==> src/rtl/mac_digit_serial_if.sv <==
// Operand/result bus of the digit-serial MAC: start handshake in, result and status out.
interface mac_digit_serial_if #(
    parameter int WIDTH     = 4,
    parameter int ACC_WIDTH = 12
);
    logic                   start_i;
    logic [WIDTH-1:0]       a_i;
    logic [WIDTH-1:0]       b_i;
    logic                   acc_en_i;
    logic                   clr_i;
    logic                   busy_o;
    logic                   done_o;
    logic [2*WIDTH-1:0]     product_o;
    logic [ACC_WIDTH-1:0]   acc_o;
    logic                   ovf_o;

    modport master (
        output start_i, a_i, b_i, acc_en_i, clr_i,
        input  busy_o, done_o, product_o, acc_o, ovf_o
    );

    modport slave (
        input  start_i, a_i, b_i, acc_en_i, clr_i,
        output busy_o, done_o, product_o, acc_o, ovf_o
    );
endinterface

==> src/rtl/mac_digit_serial.sv <==
// Unsigned digit-serial multiply-accumulate: one 2x2-bit partial product per cycle,
// then the finished product is loaded into or added onto a wide accumulator.
//
// state  | meaning
// -------+-----------------------------------------------------------
// IDLE   | waiting for start; clr honoured here only
// MULT   | one partial product per edge, D*D edges in total
// ACC    | single edge: load/add product into acc, raise done
module mac_digit_serial #(
    parameter int WIDTH     = 4,
    parameter int ACC_WIDTH = 12
) (
    input  logic              clk,
    input  logic              rst,
    mac_digit_serial_if.slave bus
);
    localparam int D   = WIDTH / 2;
    localparam int NPP = D * D;
    localparam int CW  = (NPP > 1) ? $clog2(NPP) : 1;
    localparam int PW  = 2 * WIDTH;

    typedef enum logic [1:0] {
        S_IDLE = 2'd0,
        S_MULT = 2'd1,
        S_ACC  = 2'd2
    } state_t;

    state_t               state_q, state_d;
    logic [CW-1:0]        cnt_q;
    logic [WIDTH-1:0]     a_q, b_q;
    logic                 acc_en_q;
    logic [PW-1:0]        product_q;
    logic [ACC_WIDTH-1:0] acc_q;
    logic                 ovf_q;
    logic                 done_q;

    logic [CW-1:0]        dig_i, dig_j;
    logic [CW:0]          sum_ij;
    logic [CW+1:0]        shamt;
    logic [1:0]           a_dig, b_dig;
    logic [3:0]           pp;
    logic [PW-1:0]        pp_sh;
    logic [ACC_WIDTH:0]   acc_sum;
    logic                 last_pp;

    // Select the current digit pair, form its partial product and the accumulator sum.
    always_comb begin
        dig_i   = cnt_q / CW'(D);
        dig_j   = cnt_q % CW'(D);
        a_dig   = 2'(a_q >> {dig_i, 1'b0});
        b_dig   = 2'(b_q >> {dig_j, 1'b0});
        pp      = {2'b00, a_dig} * {2'b00, b_dig};
        sum_ij  = {1'b0, dig_i} + {1'b0, dig_j};
        shamt   = {sum_ij, 1'b0};
        pp_sh   = PW'(pp) << shamt;
        acc_sum = {1'b0, acc_q} + (ACC_WIDTH + 1)'(product_q);
        last_pp = (cnt_q == CW'(NPP - 1));
    end

    // State register.
    always_ff @(posedge clk) begin
        if (rst) begin
            state_q <= S_IDLE;
        end else begin
            state_q <= state_d;
        end
    end

    // Next-state decode.
    always_comb begin
        state_d = state_q;
        case (state_q)
            S_IDLE:  if (bus.start_i) state_d = S_MULT;
            S_MULT:  if (last_pp)     state_d = S_ACC;
            S_ACC:   state_d = S_IDLE;
            default: state_d = S_IDLE;
        endcase
    end

    // State-derived outputs.
    always_comb begin
        bus.busy_o = (state_q != S_IDLE);
    end

    // Datapath: operand capture, shift-add of partial products, accumulate and flags.
    always_ff @(posedge clk) begin
        if (rst) begin
            cnt_q     <= '0;
            a_q       <= '0;
            b_q       <= '0;
            acc_en_q  <= 1'b0;
            product_q <= '0;
            acc_q     <= '0;
            ovf_q     <= 1'b0;
            done_q    <= 1'b0;
        end else begin
            done_q <= 1'b0;
            case (state_q)
                S_IDLE: begin
                    // clr is applied first so a same-edge start accumulates onto zero
                    if (bus.clr_i) begin
                        acc_q <= '0;
                        ovf_q <= 1'b0;
                    end
                    if (bus.start_i) begin
                        a_q       <= bus.a_i;
                        b_q       <= bus.b_i;
                        acc_en_q  <= bus.acc_en_i;
                        product_q <= '0;
                        cnt_q     <= '0;
                    end
                end
                S_MULT: begin
                    product_q <= product_q + pp_sh;
                    cnt_q     <= cnt_q + CW'(1);
                end
                S_ACC: begin
                    if (acc_en_q) begin
                        acc_q <= acc_sum[ACC_WIDTH-1:0];
                        ovf_q <= ovf_q | acc_sum[ACC_WIDTH];
                    end else begin
                        acc_q <= ACC_WIDTH'(product_q);
                    end
                    done_q <= 1'b1;
                end
                default: ;
            endcase
        end
    end

    assign bus.done_o    = done_q;
    assign bus.product_o = product_q;
    assign bus.acc_o     = acc_q;
    assign bus.ovf_o     = ovf_q;
endmodule

==> src/flat_wrapper.sv <==
// flat-port wrapper written by rule: the top's interface ports become plain ports
module mac_digit_serial_flat 
#(
    parameter int WIDTH     = 4,
    parameter int ACC_WIDTH = 12
)
  (clk, rst, bus_start_i, bus_a_i, bus_b_i, bus_acc_en_i, bus_clr_i, bus_busy_o, bus_done_o, bus_product_o, bus_acc_o, bus_ovf_o);
  mac_digit_serial_if #(.WIDTH(WIDTH), .ACC_WIDTH(ACC_WIDTH)) bus_i ();
  input  logic clk;
  input  logic rst;
  input wire logic [$bits(bus_i.start_i)-1:0] bus_start_i;
  input wire logic [$bits(bus_i.a_i)-1:0] bus_a_i;
  input wire logic [$bits(bus_i.b_i)-1:0] bus_b_i;
  input wire logic [$bits(bus_i.acc_en_i)-1:0] bus_acc_en_i;
  input wire logic [$bits(bus_i.clr_i)-1:0] bus_clr_i;
  output wire logic [$bits(bus_i.busy_o)-1:0] bus_busy_o;
  output wire logic [$bits(bus_i.done_o)-1:0] bus_done_o;
  output wire logic [$bits(bus_i.product_o)-1:0] bus_product_o;
  output wire logic [$bits(bus_i.acc_o)-1:0] bus_acc_o;
  output wire logic [$bits(bus_i.ovf_o)-1:0] bus_ovf_o;
  assign bus_i.start_i = bus_start_i;
  assign bus_i.a_i = bus_a_i;
  assign bus_i.b_i = bus_b_i;
  assign bus_i.acc_en_i = bus_acc_en_i;
  assign bus_i.clr_i = bus_clr_i;
  assign bus_busy_o = bus_i.busy_o;
  assign bus_done_o = bus_i.done_o;
  assign bus_product_o = bus_i.product_o;
  assign bus_acc_o = bus_i.acc_o;
  assign bus_ovf_o = bus_i.ovf_o;
  mac_digit_serial #(.WIDTH(WIDTH), .ACC_WIDTH(ACC_WIDTH)) u_core (.clk(clk), .rst(rst), .bus(bus_i));
endmodule
==> config.mk <==
export PLATFORM = sky130hd
export DESIGN_NAME = mac_digit_serial_flat
export DESIGN_NICKNAME = d
export VERILOG_FILES = /design/src/rtl/mac_digit_serial_if.sv /design/src/rtl/mac_digit_serial.sv /design/src/flat_wrapper.sv
export SDC_FILE = /design/constraint.sdc
export NUM_CORES = 1
export LEC_CHECK = 0
export CAP_MARGIN = 10
export CORE_ASPECT_RATIO = 1.1
export CORE_UTILIZATION = 45
export CTS_CLUSTER_SIZE = 25
export DETAILED_ROUTE_END_ITERATION = 16
export DONT_BUFFER_PORTS = 1
export GPL_TIMING_DRIVEN = 0
export PLACE_DENSITY = 0.58
export SLEW_MARGIN = 10
export SYNTH_ARGS = -nofsm -noshare
export SYNTH_HDL_FRONTEND = slang
export SYNTH_SLANG_ARGS = --single-unit
==> constraint.sdc <==
create_clock -name clk -period 4.48 [get_ports clk]
set_input_delay 0.896 -clock clk [delete_from_list [all_inputs] [get_ports clk]]
set_output_delay 0.896 -clock clk [all_outputs]
set_load 0.02 [all_outputs]
==> summary.txt <==
Floorplan
  • Die Y: 74.6 um
  • DIE AREA: 5070 um2
  • IO Count: 36
  • Starting Density: 0.466
  • Area of the core: 4620 um2
  • DIE WIDTH: 68.0 um
  • Std cell rows: 26

Clocking
  • Root Buffer: clkbuf_8
  • Hold_buf cts: 0
  • CTS tree: yes
  • # resized after CTS: 0
  • Clk_lat worst skew: 0.29 ns
  • Clk pin slew, worst setup/hold paths: 0.07 ns
  • Post-CTS Repair Setup Buffers: 0
  • CTS Buffer Depth: 2
  • Total CTS buffers: 5
  • Clk sinks: 35
  • Htree depth: 2

Setup path
  • CP Launch Point: u_core.cnt_q[0]
  • Worst EP required: 4.67 ns
  • Crit Path Class: reg2reg
  • CP Max Fanout: 5
  • R2r setup slk: 1.61 ns
  • Critical Path Sink Type: register
  • Worst r2r dst: u_core.bus.product_o[6]
  • Reg2reg start: u_core.cnt_q[0]
  • Worst reg-to-reg path cell count: 12
  • Crit path to: u_core.bus.product_o[6]
  • Startpoint Class: register
  • Crit path DAT: 3.06 ns

Global route
  • Met1 Use GR: 0.250
  • Global route hottest layer: met2
  • GR Layer Usage met2: 0.353
  • Initial antenna violation count: 0
  • GRT Total Usage: 0.206
  • GR Overflow Total: 0
  • Number of global-route vias before repair: 1644
  • Largest net degree at the start of global routing: 12
  • Global-route wire length before repair: 7650 um
  • Routing usage on met3: 0.0475

Yosys
  • Mapped Area: 2150 um2
  • Synthesized Nets: 296
  • Top cells by area, synth: dfxtp_1 (33%), ha_1 (10%), a21oi_1 (7.2%)
  • Post-synth top area cell: dfxtp_1
  • Sequential share of the synthesized area: 0.325
  • Syn Inst Count: 263
  • Avg Cell Area, Syn: 8.19 um2
  • Synthesized flop and latch total: 35
  • Ys Warns: 0
  • Area fraction of the dominant cell type after synthesis: 0.325
  • Synth cell types: 43

Timing
  • Max frequency: 348 MHz
  • Slew @ Worst Pin: 0.633 ns
  • RSZ-0062 raised after global routing: no
  • TNS Setup: 0 ns
  • Final worst clock skew: 0.00555 ns
  • Setup-failing EPs final: 0
  • Slew Viols, Final: 0
  • Final hold violation count: 0
  • Final worst setup slack: 1.61 ns
  • Fin crit period: 2.87 ns
  • Crit share post-route: 0.642
  • Max transition margin: 0.577

Drt
  • Pre-Repair DR Iteration Count: 6
  • Post-DRT Antenna Nets: 0
  • Initial DRC Count: 42
  • DRC violations left: 0
  • Detailed Route WL: 4740 um
  • Via count: 1819
  • Routed WL per cell: 14.5 um
  • Vias per cell: 5.56

Final layout
  • Commonest non-fill, non-tap cell in the layout: nand2_1
  • Most frequent cells in the layout: nand2_1 (38), dfxtp_1 (35), a21oi_1 (31)
  • ANT cells: 0
  • Nets: 303
  • Synth-to-Final Area Change: 9.41%
  • Share of layout cells above drive strength 1: 0.0590

Placement
  • Port buffer count: 0
  • Setup WS pre-CTS: 1.62 ns
  • Routability Congestion: 0.807
  • HPWL after DPL: 3590 um

Power
  • Switching power: 0.160 mW
  • Comb pwr share: 0.076
  • Static Leak: 0.956 nW
  • Switching Share: 0.223
  • Cell Int Power: 0.558 mW
  • Cell Pwr Density: 304 nW/um2
  • Max IR drop VDD: 0.137 mV
  • Flop pwr share: 0.451
  • Clock power frac: 0.473

Run
  • Max-cap violation count: 0

Hold path
  • HP Class: reg2reg

Run status
  • Outcome: finished clean
[metal layers]
layer	part of all wire	vias up
li1	-	948
met3	0.026	7
met1	0.46	839
met4	0.014	0
met2	0.50	25
met5	0	-
[worst min path at each step]
stage	startpoint	cells after the start	end	slack [ns]
floorplan	u_core.a_q[0]	2	u_core.a_q[0]	0.44
global placement	u_core.a_q[1]	2	u_core.a_q[1]	0.44
detailed placement	u_core.b_q[1]	2	u_core.b_q[1]	0.45
CTS	u_core.b_q[1]	2	u_core.b_q[1]	0.46
global route	u_core.a_q[2]	2	u_core.a_q[2]	0.48
finish	u_core.a_q[1]	2	u_core.a_q[1]	0.46
[critical path, stage by stage, from the launching register on]
cell and delay, ns:
dfxtp_1 0.44, mux2i_1 0.35, nor2_1 0.10, ha_1 0.19, ha_1 0.29, mux2i_1 0.19, nor2_1 0.07, ha_1 0.34
a21o_1 0.20, a21oi_1 0.22, o211ai_1 0.15, xnor2_1 0.17, o21ai_1 0.07
[cells in the mapped netlist (all sizes together)]
cell	count
nor3b	2
clkbuf	7
mux2	2
a21o	6
and2	2
and3	3
nand4	2
nand2	38
nand2b	6
buf	2
nor3	1
o221ai	1
nor2	17
a211oi	1
xnor2	4
o21bai	1
nor4	1
fa	2
nand3	17
a31o	1
mux2i	7
nand4b	2
a221oi	2
o211ai	2
a31oi	1
o21a	1
a21oi	31
o21ba	1
a22o	2
dfxtp	35
nor2b	7
and3b	1
inv	12
nand3b	1
a32oi	5
xor2	7
o21ai	11
a22oi	1
ha	18
[stage by stage]
step,utilization,instances,hold slack [ns],cell area [um2],power [mW]
after floorplan,-,263,0.436,2150,0.372
after global placement,0.481,319,0.444,2220,0.385
after detailed placement,0.481,319,0.449,2220,0.386
after CTS,0.510,327,0.460,2360,0.729
after global routing,0.510,327,0.481,2360,0.748
final,0.510,327,0.456,2360,0.717
[kinds of logic (layout without fill, tap and decap cells)]
logic type	count (synthesis)	after routing	synth area share
multiplexers	9	9	0.0430
flip-flops	35	35	0.325
AND/OR/NAND/NOR	100	100	0.224
buffers and inverters	21	29	0.0378
AO/OA/AOI/OAI	67	67	0.202
adder cells (fa/ha/maj)	20	20	0.123
XOR/XNOR	11	11	0.0447
[final cells by class]
type / instances / area (um2)
inverters: 12 / 45.0
clock buffers: 6 / 72.6
fillers: 473 / 2260
clock inverters: 2 / 60.1
flip-flops and latches: 35 / 701
well taps: 56 / 70.1
plain buffers: 9 / 36.3
multi-input cells: 207 / 1370
[state kept, by name, indices dropped and copies added (netlist names)]
register	flops
u_core.bus.acc_o	12
u_core.b_q	4
u_core.acc_en_q	1
u_core.cnt_q	2
u_core.bus.done_o	1
u_core.state_q	2
u_core.bus.ovf_o	1
u_core.a_q	4
u_core.bus.product_o	8
[power by group through the flow]
stage / Clock, mW / Combinational (mW) / Sequential, mW
after floorplan: 0 / 0.0422 / 0.329
after global placement: 0 / 0.0550 / 0.330
after detailed placement: 0 / 0.0554 / 0.331
after CTS: 0.351 / 0.0555 / 0.323
after global routing: 0.361 / 0.0621 / 0.324
final: 0.340 / 0.0544 / 0.323
Power figures use the tool's default switching activity.
